===== config.mk =====
export PLATFORM = sky130hd
export DESIGN_NAME = conv3x3_sched
export DESIGN_NICKNAME = d
export VERILOG_FILES = /design/src/rtl/conv_pkg.sv /design/src/rtl/conv_win_counter.sv /design/src/rtl/conv3x3_sched.sv
export SDC_FILE = /design/constraint.sdc
export NUM_CORES = 1
export LEC_CHECK = 0
export ABC_CLOCK_PERIOD_IN_PS = 3300
export CAP_MARGIN = 5
export CORE_ASPECT_RATIO = 1.4
export CORE_MARGIN = 2
export CORE_UTILIZATION = 45
export DETAILED_ROUTE_END_ITERATION = 10
export HOLD_SLACK_MARGIN = 0.15
export PLACE_DENSITY = 0.72
export SLEW_MARGIN = 40
export SYNTH_ARGS = -nofsm -noshare
export SYNTH_HDL_FRONTEND = slang
export SYNTH_HIERARCHICAL = 1
export SYNTH_SLANG_ARGS = --single-unit

===== constraint.sdc =====
create_clock -name i_clk -period 3.3 [get_ports i_clk]
set_input_delay 0.99 -clock i_clk [delete_from_list [all_inputs] [get_ports i_clk]]
set_output_delay 0.99 -clock i_clk [all_outputs]
set_load 0.1 [all_outputs]

===== src/rtl/conv_pkg.sv =====
// -----------------------------------------------------------------------------
// conv_pkg
// Shared types and constants for the 3x3 convolution sequencer.
//   state_e       : sequencer FSM states
//   KERNEL_TAPS   : number of kernel weights loaded per frame
//   conv_ow/oh    : output feature-map dimensions for a given stride
// -----------------------------------------------------------------------------
package conv_pkg;

   typedef enum logic [2:0] {
      IDLE,
      LOAD_K,
      ISSUE,
      WAIT,
      WRITE,
      DONE
   } state_e;

   localparam int KERNEL_TAPS = 9;

   // Valid 3x3 window positions along one axis. A stride of 2 is a right
   // shift of the span, so the floor division comes for free.
   function automatic int conv_out_dim(input int img, input logic stride_2);
      return ((img - 3) >> stride_2) + 1;
   endfunction

   function automatic int conv_ow(input int img_w, input logic stride_2);
      return conv_out_dim(img_w, stride_2);
   endfunction

   function automatic int conv_oh(input int img_h, input logic stride_2);
      return conv_out_dim(img_h, stride_2);
   endfunction

endpackage


===== src/rtl/conv_win_counter.sv =====
// -----------------------------------------------------------------------------
// conv_win_counter
// Output-position counters for the 3x3 window walk.
//   clk_i, rst_ni    : clock, async active-low reset
//   clr_i            : restart at output position (0,0)
//   adv_i            : step to the next output position (row-major)
//   active_i         : window outputs track the counters; otherwise they hold
//   stride_i         : latched stride, 0 = 1, 1 = 2
//   win_row_o/col_o  : top-left pixel of the current window
//   dest_address_o   : linear output index orow*OW + ocol
//   last_o           : current position is the final one of the frame
// -----------------------------------------------------------------------------
module conv_win_counter
   import conv_pkg::*;
#(
   parameter int IMG_W  = 8,
   parameter int IMG_H  = 8,
   parameter int ADDR_W = 8
) (
   input  logic              clk_i,
   input  logic              rst_ni,
   input  logic              clr_i,
   input  logic              adv_i,
   input  logic              active_i,
   input  logic              stride_i,
   output logic [ADDR_W-1:0] win_row_o,
   output logic [ADDR_W-1:0] win_col_o,
   output logic [ADDR_W-1:0] dest_address_o,
   output logic              last_o
);

   localparam logic [ADDR_W-1:0] COL_MAX_S1 = ADDR_W'(conv_ow(IMG_W, 1'b0) - 1);
   localparam logic [ADDR_W-1:0] COL_MAX_S2 = ADDR_W'(conv_ow(IMG_W, 1'b1) - 1);
   localparam logic [ADDR_W-1:0] ROW_MAX_S1 = ADDR_W'(conv_oh(IMG_H, 1'b0) - 1);
   localparam logic [ADDR_W-1:0] ROW_MAX_S2 = ADDR_W'(conv_oh(IMG_H, 1'b1) - 1);

   logic [ADDR_W-1:0] orow_q, orow_d;
   logic [ADDR_W-1:0] ocol_q, ocol_d;
   logic [ADDR_W-1:0] dest_q, dest_d;
   logic [ADDR_W-1:0] row_hold_q, col_hold_q, dest_hold_q;
   logic [ADDR_W-1:0] col_max, row_max, row_cur, col_cur;
   logic              col_last;

   // NOTE: every always_comb output gets a default first, so no path leaves a
   // signal unassigned and no latch is inferred.
   always_comb begin
      col_max  = stride_i ? COL_MAX_S2 : COL_MAX_S1;
      row_max  = stride_i ? ROW_MAX_S2 : ROW_MAX_S1;
      col_last = (ocol_q == col_max);
      last_o   = col_last && (orow_q == row_max);
      row_cur  = orow_q << stride_i;
      col_cur  = ocol_q << stride_i;

      orow_d = orow_q;
      ocol_d = ocol_q;
      dest_d = dest_q;
      if (clr_i) begin
         orow_d = '0;
         ocol_d = '0;
         dest_d = '0;
      end else if (adv_i) begin
         // Row-major walk, so a running count equals orow*OW + ocol.
         dest_d = dest_q + 1'b1;
         if (col_last) begin
            ocol_d = '0;
            orow_d = orow_q + 1'b1;
         end else begin
            ocol_d = ocol_q + 1'b1;
         end
      end
   end

   // NOTE: state registers use non-blocking assignments so every flop samples
   // the pre-edge values regardless of process ordering.
   // NOTE: the hold registers are reset too, since they drive ports that must
   // read 0 while reset is asserted.
   always_ff @(posedge clk_i or negedge rst_ni) begin
      if (!rst_ni) begin
         orow_q      <= '0;
         ocol_q      <= '0;
         dest_q      <= '0;
         row_hold_q  <= '0;
         col_hold_q  <= '0;
         dest_hold_q <= '0;
      end else begin
         orow_q <= orow_d;
         ocol_q <= ocol_d;
         dest_q <= dest_d;
         if (active_i) begin
            row_hold_q  <= row_cur;
            col_hold_q  <= col_cur;
            dest_hold_q <= dest_q;
         end
      end
   end

   // Live values while a window is in flight, last captured values otherwise.
   assign win_row_o      = active_i ? row_cur : row_hold_q;
   assign win_col_o      = active_i ? col_cur : col_hold_q;
   assign dest_address_o = active_i ? dest_q  : dest_hold_q;

endmodule


===== src/rtl/conv3x3_sched.sv =====
// -----------------------------------------------------------------------------
// conv3x3_sched
// Sequencer for the 3x3 convolution datapath: loads the kernel weights, then
// walks the window over the feature map and handshakes each window.
//   i_clk, i_rst_n  : clock, async active-low reset
//   start, stride   : frame request and stride select (0 = 1, 1 = 2)
//   conv_done       : datapath result ready (honoured only in WAIT)
//   kern_addr/rd_en : kernel weight fetch
//   win_row/col     : window origin handed to the datapath
//   conv_start      : one-cycle window launch
//   dest_address/wr : destination write
//   busy, done      : frame in progress / one-cycle end-of-frame pulse
// -----------------------------------------------------------------------------
module conv3x3_sched
   import conv_pkg::*;
#(
   parameter int BIT_DEPTH = 8,
   parameter int IMG_W     = 8,
   parameter int IMG_H     = 8,
   parameter int ADDR_W    = 8
) (
   input  logic              i_clk,
   input  logic              i_rst_n,
   input  logic              start,
   input  logic              stride,
   input  logic              conv_done,
   output logic [3:0]        kern_addr,
   output logic              kern_rd_en,
   output logic [ADDR_W-1:0] win_row,
   output logic [ADDR_W-1:0] win_col,
   output logic              conv_start,
   output logic [ADDR_W-1:0] dest_address,
   output logic              dest_wr_en,
   output logic              busy,
   output logic              done
);

   // A 3x3 window must fit in the map; other configurations stop elaboration.
   if (IMG_W < 3 || IMG_H < 3 || BIT_DEPTH < 1) begin : g_bad_geometry
      $error("conv3x3_sched: unsupported geometry");
   end

   state_e     state_q, state_d;
   logic       stride_q, stride_d;
   logic [3:0] kidx_q, kidx_d;
   logic       cnt_clr, cnt_adv, cnt_active, last_win;

   always_comb begin
      state_d    = state_q;
      stride_d   = stride_q;
      kidx_d     = kidx_q;
      kern_rd_en = 1'b0;
      conv_start = 1'b0;
      dest_wr_en = 1'b0;
      done       = 1'b0;
      cnt_clr    = 1'b0;
      cnt_adv    = 1'b0;

      case (state_q)
         IDLE: begin
            if (start) begin
               stride_d = stride;
               cnt_clr  = 1'b1;
               state_d  = LOAD_K;
            end
         end
         LOAD_K: begin
            kern_rd_en = 1'b1;
            if (kidx_q == 4'(KERNEL_TAPS - 1)) begin
               kidx_d  = '0;
               state_d = ISSUE;
            end else begin
               kidx_d = kidx_q + 1'b1;
            end
         end
         ISSUE: begin
            conv_start = 1'b1;
            state_d    = WAIT;
         end
         WAIT: begin
            if (conv_done) state_d = WRITE;
         end
         WRITE: begin
            dest_wr_en = 1'b1;
            cnt_adv    = 1'b1;
            state_d    = last_win ? DONE : ISSUE;
         end
         DONE: begin
            done    = 1'b1;
            state_d = IDLE;
         end
         default: state_d = IDLE;
      endcase
   end

   always_ff @(posedge i_clk or negedge i_rst_n) begin
      if (!i_rst_n) begin
         state_q  <= IDLE;
         stride_q <= 1'b0;
         kidx_q   <= '0;
      end else begin
         state_q  <= state_d;
         stride_q <= stride_d;
         kidx_q   <= kidx_d;
      end
   end

   assign cnt_active = (state_q == ISSUE) || (state_q == WAIT) || (state_q == WRITE);
   // kidx_q is only nonzero inside LOAD_K, so it can drive the port directly.
   assign kern_addr  = kidx_q;
   assign busy       = (state_q != IDLE);

   conv_win_counter #(
      .IMG_W  (IMG_W),
      .IMG_H  (IMG_H),
      .ADDR_W (ADDR_W)
   ) u_win_counter (
      .clk_i          (i_clk),
      .rst_ni         (i_rst_n),
      .clr_i          (cnt_clr),
      .adv_i          (cnt_adv),
      .active_i       (cnt_active),
      .stride_i       (stride_q),
      .win_row_o      (win_row),
      .win_col_o      (win_col),
      .dest_address_o (dest_address),
      .last_o         (last_win)
   );

endmodule


Word level (Yosys, flattened, before mapping)
Index checks and enable logic that the tools add are counted. Widths: inputs -> output; s select.

Bits in registers: 56. Latch bits: 0. RAM bits: 0. ROM bits: 0. Input bits: 5. Output and inout port bits: 33. Word-level logic and storage cells: 60. Memories kept: 0.

Add/sub/neg operators: 4. Multipliers: 0. Divide/modulo/power cells: 0. Order comparisons: 0. Equal/unequal tests: 11. Shift operators: 2. Muxes and demuxes: 24. Bitwise gates (word level): 0. Reductions and logical operators: 10.

Operators with widths (count): $mux 8 (11); $add 8x1->8 const B (3); $eq 8x8->1 (2); $shl 8x1->8 (2); $mux 3 (5); $pmux 3 s5 (1); $eq 3x2->1 const B (2); $eq 3x3->1 const B (2); $mux 1 (6); $ne 2x2->1 const B (3); $add 4x1->4 const B (1); $eq 4x4->1 const B (1); $mux 4 (1); $reduce_and 2->1 (2); $reduce_bool 2->1 (2); $eq 3x1->1 const B (1); $logic_not 3->1 (1); $reduce_and 3->1 (1); $reduce_bool 3->1 (1); $logic_or 1x1->1 (2); $logic_and 1x1->1 (1).

Depth between registers and ports, before layout
Depth after elaboration: 5. Mapped depth: 10. Depth with buffers taken out: 7.

Modules after synthesis
Netlist, hierarchy kept.

By module, submodules not included: conv_win_counter (times used 1, cells an instance 220, area an instance 2322.2 um^2); conv3x3_sched (times used 1, cells an instance 49, area an instance 488.0 um^2).

Least setup slack after synthesis
OpenSTA, ideal clock, no wires.

Kind: register to output. From: reg state_q[1]. To: out win_col[6]. Arrival: 3.130 ns. Setup slack: -0.820 ns. Cell stages (with the launch flop): 7. Path buffers: 2. Cell sequence: dfrtp_1 > or2b_1 > o21ai_0 > clkbuf_1 > clkbuf_1 > nor2_1 > a21oi_1.

Cells in the longest elaborated chain, start to end: 4. Elaborated cells between the ends (all ways): 6. Those cells by class: eq/ne: 3; mux: 1; reduce/logical: 2.

RTL lines: start: declaration (line conv3x3_sched.sv:43) `state_e state_q, state_d;`; start signal: assignment (line conv3x3_sched.sv:102) `state_q <= state_d;`; $eq 3x2->1 (line conv3x3_sched.sv:108) `assign cnt_active = (state_q == ISSUE) || (state_q == WAIT) || (state_q == WRITE);`; $logic_or 1x1->1 (line conv3x3_sched.sv:108); $logic_or 1x1->1 (*) (line conv3x3_sched.sv:108); named net cnt_active (line conv3x3_sched.sv:46) `logic cnt_clr, cnt_adv, cnt_active, last_win;`; $mux 8 (*); end: declaration (line conv3x3_sched.sv:30) `output logic [ADDR_W-1:0] win_col,`.

Mark *: on every way through the listed nets, which the timed path passes. The rest lies on a longest branch.

Worst setup path after layout
From: reg state_q[1]. To: out win_col[0].

The elaborated chain is that of the path after synthesis.

==> metrics.csv <==
metric,value,unit
status,finished clean,
synthDistinctLibCells,50,
root_buffer,clkbuf_8,
cts_buffers,5,
hold_viol_final,0,
synth_top_area_frac,0.499,
syn_nets,281,
hp-class,flop to flop,
crit_arrival,2.11,ns
antenna_left,0,
grt_max_degree,34,
drive_above_1_share,0.269,
grt_overflow_total,0,
vias,2086,
cts_resized,0,
yosysSeqAreaShare,0.499,
via_per_inst,5.49,
cp.required,2.31,ns
clk_latency,0.31,ns
cts_setup_buffers,0,
cts_buffer_depth,2,
critPathCaptureType,output port,
clk_pin_slew_worst_paths,0.10,ns
critical_path.cell_chain,or2b_1 > o21ai_4 > buf_12 > mux2_2 > buf_12,
rrSetupSlack,0.79,ns
synth_top_family_by_area,simple AND/OR/NAND/NOR gates,
drt_iter0_drc,103,
nets,319,
hp-start,u_win_counter/dest_hold_q[4],
r2r_start,state_q[1],
grt_pass1_wl,9900,um
synthTopCellsByCount,"dfrtp_1, nor2_1, a21oi_1",
worstSetupStartpoint,state_q[1],
synth_xor_xnor_area_share,0.0343,
synth_most_common_cell,dfrtp_1,
grt_antenna_before_repair,0,
grt_pass1_vias,2105,
dpl.hpwl,4060,um
ios,38,
setup_viol,0,
yosys_register_bits,56,
nFillCells,530,
min_to,u_win_counter/dest_hold_q[4],
max_stage_delay,0.48,ns
critical_path.max_fanout,30,
cts_tree,done,
drc_errors,0,
die_area,6900,sq um
ys.flop_type,dfrtp_1,
clock_sinks,56,
insertedDiodeCount,0,
postLayoutSetupSlackWorst,0.199,ns
critPathSlowestCell,dfrtp_1,
rows,34,
fmax,322,MHz
core,6130,sq um
dieHeight,97.5,um
wl_per_cell,14.6,um
syn2layout_area_growth,29.4,%
startpoint_type,flop,
yosys_warnings,6,
post-route-period-util,0.940,
firstDrtPassIters,5,
post-place-ws,0.567,ns
yosysTopAreaCell,dfrtp_1,
postSynthAreaPerCell,10.4,sq um
slew_violations,0,
r2r-end,u_win_counter/orow_q[1],
path_class,flop to output port,
synth_compound_area_frac,0.106,
gp_congestion,0.789,
grt_usage,0.177,
min_path_cells,1,
synth_edf_count,0,
synthCells,269,
yosys.area_share.adder,0.0312,
finalClockSkew,0.00743,ns
synthMuxAreaShare,0.107,
cts_max_level,2,
finalWirelength,5550,um
yosys-top-cells-area,"dfrtp_1, mux2_2, nor2_1",
slew_headroom,0.596,
cts_hold_buf,0,
synthSimpleGateAreaFrac,0.193,
critical_path.most_common_cell,buf_12,
worst_pin_slew,0.604,ns
start_util,0.459,
fin_crit,3.10,ns
rsz0062_at_grt,no,
drv_cap,0,
ys_async_sr_fraction,1.00,
syn_area,2810,sq um
ff2ff_path_depth,5,
die_w,70.8,um
port_buffers,37,
worst max-delay path: cells and delay by family (launching register included):
family / cells / cell delay (ns)
flip-flops: 1 / 0.48
buffers and inverters: 2 / 0.39
multiplexers: 1 / 0.39
AND/OR/NAND/NOR: 1 / 0.33
AO/OA/AOI/OAI: 1 / 0.18
kinds of logic (layout without fill, tap and decap cells):
| family | Yosys count | in the layout |
|---|---|---|
| and+or+nand+nor | 99 | 99 |
| muxes | 28 | 28 |
| AOI/OAI and AO/OA | 49 | 49 |
| adders and majority gates | 7 | 7 |
| DFF | 56 | 56 |
| xor gates and xnor gates | 11 | 11 |
| buffers and inverters | 19 | 58 |
per-layer routing:
| layer | part of all wire | up-vias | global-route usage |
|---|---|---|---|
| met5 | 0 | - | 0 |
| met4 | 0.022 | 0 | 0.0668 |
| met3 | 0.025 | 11 | 0.0270 |
| met2 | 0.53 | 35 | 0.299 |
| met1 | 0.42 | 1025 | 0.227 |
| li1 | - | 1015 | - |
sequential cells by signal, summed over array words and instances (netlist names):
name and flops:
state_q 3, u_win_counter/dest_q 8, u_win_counter/dest_hold_q 8, stride_q 1
u_win_counter/col_hold_q 8, kern_addr 4, u_win_counter/row_hold_q 8, u_win_counter/ocol_q 8
u_win_counter/orow_q 8
layout by cell type (no fill, tap or decap), types with 9 or more instances in the layout:
master and count:
buf_12 22, mux2_2 15, o21ai_0 9, dfrtp_1 56, nand2_1 17, buf_4 20, mux2i_1 12, a21oi_1 14
nor2_1 37
final cells by class:
class	count	area (sq um)	share of cell area
Timing Repair Buffer	45	621	0.171
Multi-Input combinational cell	194	1410	0.388
Clock inverter	3	26.3	0.00723
Tap cell	72	90.1	0.0248
Inverter	5	18.8	0.00516
Clock buffer	5	68.8	0.0189
Sequential cell	56	1400	0.385
metrics by stage:
stage | setup TNS, ns | hold slack, ns | cells | instance area (sq um) | util
floorplan | -2.91 | 0.459 | 269 | 2890 | -
detailed placement | 0 | 0.488 | 372 | 3540 | 0.578
finish | 0 | 0.509 | 380 | 3640 | 0.594
CTS | 0 | 0.514 | 380 | 3630 | 0.593
global placement | 0 | 0.484 | 372 | 3540 | 0.578
global route | 0 | 0.542 | 380 | 3640 | 0.594
worst max path at each step:
stage / endpoint / slack, ns / cells after the start
3_3_place_gp: win_col[0] / 0.58 / 5
2_1_floorplan: win_col[2] / -0.52 / 5
6_report: win_col[0] / 0.20 / 5
3_5_place_dp: win_col[0] / 0.57 / 5
4_1_cts: win_col[0] / 0.19 / 5
5_1_grt: win_col[2] / 0.06 / 6
Power is left out: the tool's default activity adds up to more than one toggle a clock period on the data nets, which glitch-free logic cannot reach.
